`src/rtl/sr_pkg.sv`:
```
// rtl/sr_pkg.sv - shared state type and counter sizing helper for the SR bank driver
// Purpose: FSM state encoding and the width rule for the shared pulse/settle counter.
// Ports: none (package).
package sr_pkg;

    typedef enum logic [1:0] {
        IDLE   = 2'd0,
        DRIVE  = 2'd1,
        SETTLE = 2'd2,
        DONE   = 2'd3
    } sr_state_t;

    // One counter serves both DRIVE and SETTLE, so it is sized for the longer of the two.
    function automatic int sr_cnt_width(input int pulse_cycles, input int settle_cycles);
        int longest;
        longest = (pulse_cycles > settle_cycles) ? pulse_cycles : settle_cycles;
        return (longest < 1) ? 1 : $clog2(longest + 1);
    endfunction

endpackage

```
`src/rtl/sr_pulse_timer.sv`:
```
// rtl/sr_pulse_timer.sv - loadable down-counter with expired flag
// Purpose: times the pulse and settle phases; reloaded on every state entry.
// Ports:
//  clk, rst  clock and asynchronous active-high reset
//  load      load load_val this edge (takes priority over counting)
//  load_val  remaining cycles minus one
//  expired   count has reached zero (current phase ends this cycle)
module sr_pulse_timer #(
    parameter int CNT_W = 1
) (
    input  logic             clk,
    input  logic             rst,
    input  logic             load,
    input  logic [CNT_W-1:0] load_val,
    output logic             expired
);

    logic [CNT_W-1:0] count;

    // Holds at zero rather than wrapping.
    always_ff @(posedge clk or posedge rst) begin
        if (rst) begin
            count <= '0;
        end else if (load) begin
            count <= load_val;
        end else if (count != '0) begin
            count <= count - 1'b1;
        end
    end

    assign expired = (count == '0);

endmodule

```
`src/rtl/sr_bank_driver.sv`:
```
// rtl/sr_bank_driver.sv - converts target-value requests into s/r pulses for an SR flip-flop bank
// Purpose: pulses only bits that must change, waits a settle time, checks q feedback.
// Ports:
//  clk, rst            clock and asynchronous active-high reset
//  req_valid/ready     request handshake; req_data is the target bank value
//  s_out, r_out        registered set/reset pulses to the bank (never both on one bit)
//  q_fb                bank readback
//  shadow              last committed target
//  done                one-cycle completion pulse
//  err, err_bits       sticky mismatch flag and per-bit history; err_clr clears them
module sr_bank_driver
    import sr_pkg::*;
#(
    parameter int WIDTH         = 8,
    parameter int PULSE_CYCLES  = 1,
    parameter int SETTLE_CYCLES = 2
) (
    input  logic             clk,
    input  logic             rst,
    input  logic             req_valid,
    output logic             req_ready,
    input  logic [WIDTH-1:0] req_data,
    output logic [WIDTH-1:0] s_out,
    output logic [WIDTH-1:0] r_out,
    input  logic [WIDTH-1:0] q_fb,
    output logic [WIDTH-1:0] shadow,
    output logic             done,
    output logic             err,
    output logic [WIDTH-1:0] err_bits,
    input  logic             err_clr
);

    localparam int CNT_W = sr_cnt_width(PULSE_CYCLES, SETTLE_CYCLES);

    sr_state_t        state, next_state;
    logic             synced;
    logic [WIDTH-1:0] target;
    logic [WIDTH-1:0] set_m, rst_m;
    logic [WIDTH-1:0] s_next, r_next;
    logic [WIDTH-1:0] chk_target, mism;
    logic             accept, check;
    logic             tmr_load, tmr_expired;
    logic [CNT_W-1:0] tmr_val;

    sr_pulse_timer #(.CNT_W(CNT_W)) u_timer (
        .clk      (clk),
        .rst      (rst),
        .load     (tmr_load),
        .load_val (tmr_val),
        .expired  (tmr_expired)
    );

    // Until one check has completed the bank contents are unknown, so every bit is driven.
    always_comb begin
        if (synced) begin
            set_m = req_data & ~shadow;
            rst_m = ~req_data & shadow;
        end else begin
            set_m = req_data;
            rst_m = ~req_data;
        end
    end

    // The no-change path checks on the accept edge, before target is loaded.
    assign chk_target = accept ? req_data : target;
    assign mism       = q_fb ^ chk_target;

    assign req_ready = (state == IDLE);
    assign done      = (state == DONE);

    always_comb begin
        next_state = state;
        s_next     = '0;
        r_next     = '0;
        tmr_load   = 1'b0;
        tmr_val    = '0;
        accept     = 1'b0;
        check      = 1'b0;
        case (state)
            IDLE: begin
                if (req_valid) begin
                    accept = 1'b1;
                    if ((set_m | rst_m) != '0) begin
                        next_state = DRIVE;
                        s_next     = set_m;
                        r_next     = rst_m;
                        tmr_load   = 1'b1;
                        tmr_val    = CNT_W'(PULSE_CYCLES - 1);
                    end else begin
                        next_state = DONE;
                        check      = 1'b1;
                    end
                end
            end
            DRIVE: begin
                if (tmr_expired) begin
                    if (SETTLE_CYCLES == 0) begin
                        next_state = DONE;
                        check      = 1'b1;
                    end else begin
                        next_state = SETTLE;
                        tmr_load   = 1'b1;
                        tmr_val    = CNT_W'(SETTLE_CYCLES - 1);
                    end
                end else begin
                    s_next = s_out;
                    r_next = r_out;
                end
            end
            SETTLE: begin
                if (tmr_expired) begin
                    next_state = DONE;
                    check      = 1'b1;
                end
            end
            DONE: begin
                next_state = IDLE;
            end
            default: begin
                next_state = IDLE;
            end
        endcase
    end

    always_ff @(posedge clk or posedge rst) begin
        if (rst) begin
            state    <= IDLE;
            s_out    <= '0;
            r_out    <= '0;
            target   <= '0;
            shadow   <= '0;
            synced   <= 1'b0;
            err      <= 1'b0;
            err_bits <= '0;
        end else begin
            state <= next_state;
            s_out <= s_next;
            r_out <= r_next;
            if (accept) begin
                target <= req_data;
            end
            if (check) begin
                shadow <= chk_target;
                synced <= 1'b1;
            end
            // A mismatch recorded on the clearing edge survives the clear.
            if (err_clr) begin
                err_bits <= check ? mism : '0;
                err      <= check && (mism != '0);
            end else if (check) begin
                err_bits <= err_bits | mism;
                err      <= err | (mism != '0);
            end
        end
    end

endmodule

```
`config.mk`:
```
export PLATFORM = sky130hd
export DESIGN_NAME = sr_bank_driver
export DESIGN_NICKNAME = d
export VERILOG_FILES = /design/src/rtl/sr_pkg.sv /design/src/rtl/sr_pulse_timer.sv /design/src/rtl/sr_bank_driver.sv
export SDC_FILE = /design/constraint.sdc
export NUM_CORES = 1
export LEC_CHECK = 0
export CORE_ASPECT_RATIO = 1.4
export CORE_UTILIZATION = 40
export DETAILED_ROUTE_END_ITERATION = 10
export GPL_ROUTABILITY_DRIVEN = 1
export PLACE_DENSITY = 0.64
export SYNTH_ARGS = -nofsm -noshare
export SYNTH_HDL_FRONTEND = slang
export SYNTH_HIERARCHICAL = 1
export SYNTH_SLANG_ARGS = --single-unit
export TNS_END_PERCENT = 50
```
`constraint.sdc`:
```
create_clock -name clk -period 4.9 [get_ports clk]
set_clock_uncertainty 0.1 [all_clocks]
set_input_delay 0.735 -clock clk [delete_from_list [all_inputs] [get_ports clk]]
set_output_delay 0.735 -clock clk [all_outputs]
set_load 0.02 [all_outputs]
```
* Word level (Yosys, flattened, before mapping)
Cells that the tools add are included.
** Word-level totals
- Register bits after elaboration :: 46
- Output and inout port bits :: 35
- Word-level logic and storage cells :: 66
** Operators by class
- Eq/ne operators :: 6
- Muxes and demuxes :: 33
- Bitwise operators :: 8
- Reductions and logical operators :: 9
- Add/subtract/negate cells :: 1
** Operators by type and width (count)
- $mux 8 :: 11
- $pmux 8 s2 :: 2
- $and 8x8->8 :: 2
- $not 8->8 :: 2
- $or 8x8->8 :: 2
- $reduce_bool 8->1 :: 2
- $mux 2 :: 6
- $mux 1 :: 11
- $pmux 2 s4 :: 1
- $xor 8x8->8 :: 1
- $ne 2x2->1 const B :: 3
- $reduce_bool 2->1 :: 3
- $eq 2x2->1 const B :: 2
- $logic_not 2->1 :: 2
- $pmux 1 s2 :: 2
- $reduce_and 3->1 :: 1
- $eq 2x1->1 const B :: 1
- $sub 2x1->2 const B :: 1
- $logic_and 1x1->1 :: 1
- $or 1x1->1 :: 1

* Depth between registers and ports, before layout
- Word-level depth :: 10
- Mapped depth :: 9
- Gate-level depth less buffers :: 7

* By module
Netlist, hierarchy kept.
** By module, submodules not included
- sr_bank_driver :: instances 1, area an instance 2197.1 sq um, cells each 210
- sr_pulse_timer :: instances 1, area an instance 127.6 sq um, cells each 13

* Worst setup path before layout
No wires, ideal clock.
- Path type :: register to register
- Start :: register state[0]
- End :: register err
- Setup time :: 0.131 ns
- Slack :: 2.605 ns
- Stages on the path, launching flop included :: 10
- Path buffers :: 2
- Arrival time :: 2.064 ns
- Clock period less this slack :: 2.295 ns
- Cells stage by stage :: dfrtp_1 > inv_1 > ha_1 > clkbuf_1 > buf_2 > a21boi_0 > or3_1 > a22oi_1 > and4_1 > o22ai_1
** Between the ends
- Cells in the longest elaborated chain, start to end :: 8
- Elaborated cells between the ends (all ways) :: 12
- Classes of those cells :: eq/ne: 1; mux: 5; bitwise: 2; reduce/logical: 4
** RTL lines
- from (decl) :: RTL line sr_bank_driver.sv:35 : sr_state_t state, next_state;
- from (signal assigned) :: RTL line sr_bank_driver.sv:136 : state <= next_state;
- $logic_not 2->1 *
- net req_ready :: RTL line sr_bank_driver.sv:21 : output logic req_ready,
- $mux 1 :: RTL line sr_bank_driver.sv:79 : case (state)
- $mux 8
- $xor 8x8->8 :: RTL line sr_bank_driver.sv:66 : assign mism = q_fb ^ chk_target;
- $reduce_bool 8->1 :: RTL line sr_bank_driver.sv:149, sr_bank_driver.sv:152
- $or 1x1->1 :: RTL line sr_bank_driver.sv:152 : err <= err | (mism != '0);
- $mux 1 :: RTL line sr_bank_driver.sv:150 : end else if (check) begin
- $mux 1 :: RTL line sr_bank_driver.sv:147 : if (err_clr) begin
- to (signal assigned) :: RTL line sr_bank_driver.sv:149 : err <= check && (mism != '0);
- to (signal assigned) :: RTL line sr_bank_driver.sv:152
- to (decl) :: RTL line sr_bank_driver.sv:28 : output logic err,
Mark *: on every way through the listed nets, which the timed path passes. The rest lies on a longest branch. The select of a mux whose other input is x is not followed.
A chain may end at the register's enable or synchronous reset.

* Final worst setup path
- Start :: register state[0]
- End :: output req_ready
** Between the ends
- Cells in the longest elaborated chain, start to end :: 1
** RTL lines
- $logic_not 2->1 :: RTL line sr_bank_driver.sv:68 : assign req_ready = (state == IDLE);
- to (decl) :: RTL line sr_bank_driver.sv:21
Every way passes these cells.

==> results_dict.tcl <==
set metrics [dict create \
    syn_nets 249 \
    r2r-start "state[0]" \
    tns_ns 0 \
    rr_endpoint "err" \
    grt.overflow.total 0 \
    clk_latency_ns 0.30 \
    rsz0062_at_grt "no" \
    first_pass_iters 4 \
    start_util_pct 41.8 \
    slew_headroom_pct 56.0 \
    final_area_mm2 0.00303 \
    peakVddDrop_uv 265 \
    fin_nets 302 \
    placement.io_buffers 54 \
    fin_crit_sh_pct 61.3 \
    synth_top_family_by_area "compound AO/OA/AOI/OAI gates" \
    r2r.worst_path.cells 7 \
    grt_pass1_wl_mm 8.71 \
    synth-seq-cells 46 \
    clockBufferDepth 2 \
    outcome "completed" \
    grt_max_degree 45 \
    critPathLaunchType "flop" \
    synth_area_per_cell_um2 10.4 \
    viasPerCell 5.12 \
    cts_tree "done" \
    p_per_area_mw_per_mm2 576 \
    cts_resized 0 \
    core_area_mm2 0.00557 \
    place_congestion 0.729 \
    yosysSeqAreaShare_pct 49.5 \
    diodes 0 \
    synth_xor_xnor_area_share_pct 3.39 \
    synthMuxAreaShare_pct 4.47 \
    htree_num_levels 2 \
    dp_hpwl_mm 3.63 \
    place_area_mm2 0.00292 \
    reg2reg_setup_slack_ns 2.42 \
    antenna_found_initial 0 \
    fin_util_pct 54.5 \
    die_height_um 92.2 \
    hold_end "s_out[2]" \
    finalWirelength_mm 5.13 \
    cts.sinks 46 \
    finalPower_mw 1.74 \
    whs_path_depth 1 \
    endpoint_kind "output pin" \
    cts-buffers-inserted 5 \
    grt_usage_pct 19.0 \
    synth-simple-area-share_pct 13.6 \
    hold_ws_ns 0.404 \
    num_vias 1765 \
    fillers 507 \
    syn_inst 223 \
    fmax_mhz 333 \
    syn_area_mm2 0.00232 \
    die_w_um 66.4 \
    setup.worst_path.class "reg2out" \
    grt_pass1_vias 1759 \
    worstMarginPinSlew_ns 0.660 \
    drv_cap 0 \
    register_area_mm2 0.00115 \
    required_ns 4.07 \
    maxSlewViolCount 0 \
    multi_input_area_mm2 0.00103 \
    ys_warn_count 6 \
    num_rows 32 \
    hold_viol_final 0 \
    hold_path.startpoint "s_out[2]" \
    clk_pin_slew_ns 0.09 \
    fin_crit_ns 3.00 \
    final_antenna_net_count 0 \
    route.detailed.drc 0 \
    drive_above_1_share_pct 10.8 \
    leakagePower_nw 1.37 \
    synth_cell_type_count 37 \
    synth_compound_area_share_pct 19.5 \
    arrival_ns 2.17 \
    worst-path-max-fanout 20 \
    die-area_mm2 0.00612 \
    setup_viol 0 \
    cts_setup_buffers 0 \
    cts_hold_buf 0 \
    wl_per_cell_um 14.9 \
    area_delta_synth_final_pct 30.4 \
    io_pins 55 \
    synthAdderAreaFrac_pct 3.23 \
    cts-root-buf "clkbuf_8" \
    hp-class "reg2reg" \
    drt_iter0_drc 44 \
]
==> state kept, by name, summed over array words and instances, names as in the netlist <==
| register | count |
|---|---|
| err | 1 |
| err_bits | 8 |
| r_out | 8 |
| s_out | 8 |
| shadow | 8 |
| state | 2 |
| synced | 1 |
| target | 8 |
| u_timer/count | 2 |
==> cells in the final DEF, fill, tap and decap left out, types with 2 or more instances in the layout <==
cell / instances
o22ai_1: 10
nand2_1: 20
clkdlybuf4s50_1: 54
ha_1: 6
nor3_1: 2
a21boi_0: 8
a22oi_1: 4
nor2b_1: 2
dfrtp_1: 46
xor2_1: 3
a22o_1: 8
nor2_1: 2
mux2_2: 7
o21ai_0: 10
or2_2: 8
clkbuf_8: 5
buf_4: 3
or3_1: 8
a32o_1: 8
xnor2_1: 6
inv_1: 24
a21oi_1: 9
and3_1: 8
==> cells by family after synthesis <==
logic type | after synthesis
AO/OA/AOI/OAI | 61
AND/OR/NAND/NOR | 56
flip-flops | 46
buffers and inverters | 35
XOR/XNOR | 9
multiplexers | 9
adder cells (fa/ha/maj) | 6
other | 1
==> critical path, stage by stage (launching register included) <==
cell and delay, ns:
dfrtp_1 0.42, inv_1 0.13, ha_1 0.60, clkdlybuf4s50_1 0.73
==> worst max path at each step <==
stage	from	endpoint	cells after the start
floorplan	state[0]	err	9
global placement	req_data[7]	shadow[7]	6
detailed placement	req_data[7]	shadow[7]	6
CTS	state[0]	req_ready	3
global route	state[0]	req_ready	3
finish	state[0]	req_ready	3
==> synth_stat cells, drive strengths merged <==
master,instances,area share [%]
o31ai,1,0.54
nand2,20,3.2
and2,1,0.27
a32o,8,3.4
nor4,1,0.91
a32oi,1,1.2
nand3,1,0.22
nand4,1,0.27
clkbuf,6,0.97
a22oi,4,1.3
or3,8,2.2
o22ai,10,2.7
a21o,1,0.32
nor2b,3,1.1
o21ai,10,2.2
xor2,3,1.1
a21boi,8,2.6
mux2i,1,0.43
inv,24,3.9
a21oi,9,1.9
a22o,8,3.0
ha,6,3.2
nor3,2,0.43
o21bai,1,0.32
dfrtp,46,50
or2,8,2.2
buf,5,1.3
xnor2,6,2.3
mux2,8,4.0
and4,1,0.38
conb,1,0.16
nor2,2,0.32
and3,8,2.2
==> report_power, final <==
group          internal, mW  switching (mW)  leakage (nW)
registers             0.505           0.110         0.604
logic                 0.399           0.446         0.714
clock network         0.152           0.132        0.0514
total                  1.06           0.688          1.37
==> area by class of cell <==
type	instances	area share (%)
Clock buffer	6	2.39
Clock inverter	2	1.24
Inverter	24	2.97
Multi-Input combinational cell	142	34.0
Sequential cell	46	38.0
Tap cell	68	2.81
Timing Repair Buffer	57	18.6
==> layer usage <==
metal | global-route usage, % | wire length [um] | share of wire [%] | vias up
met3 | 4.10 | 206 | 4.0 | 10
met5 | 0 | 0 | 0 | -
met2 | 28.1 | 2430 | 47 | 42
met4 | 7.62 | 116 | 2.3 | 0
met1 | 26.8 | 2370 | 46 | 828
li1 | - | - | - | 885
==> per-stage QoR <==
| step | setup slack, ns | std cells |
|---|---|---|
| 2_1_floorplan | 2.61 | 223 |
| 5_1_grt | 1.74 | 345 |
| 6_report | 1.90 | 345 |
| 3_5_place_dp | 1.91 | 337 |
| 4_1_cts | 1.86 | 345 |
| 3_3_place_gp | 1.93 | 337 |
No activity file was read; power rests on OpenSTA's default activity.
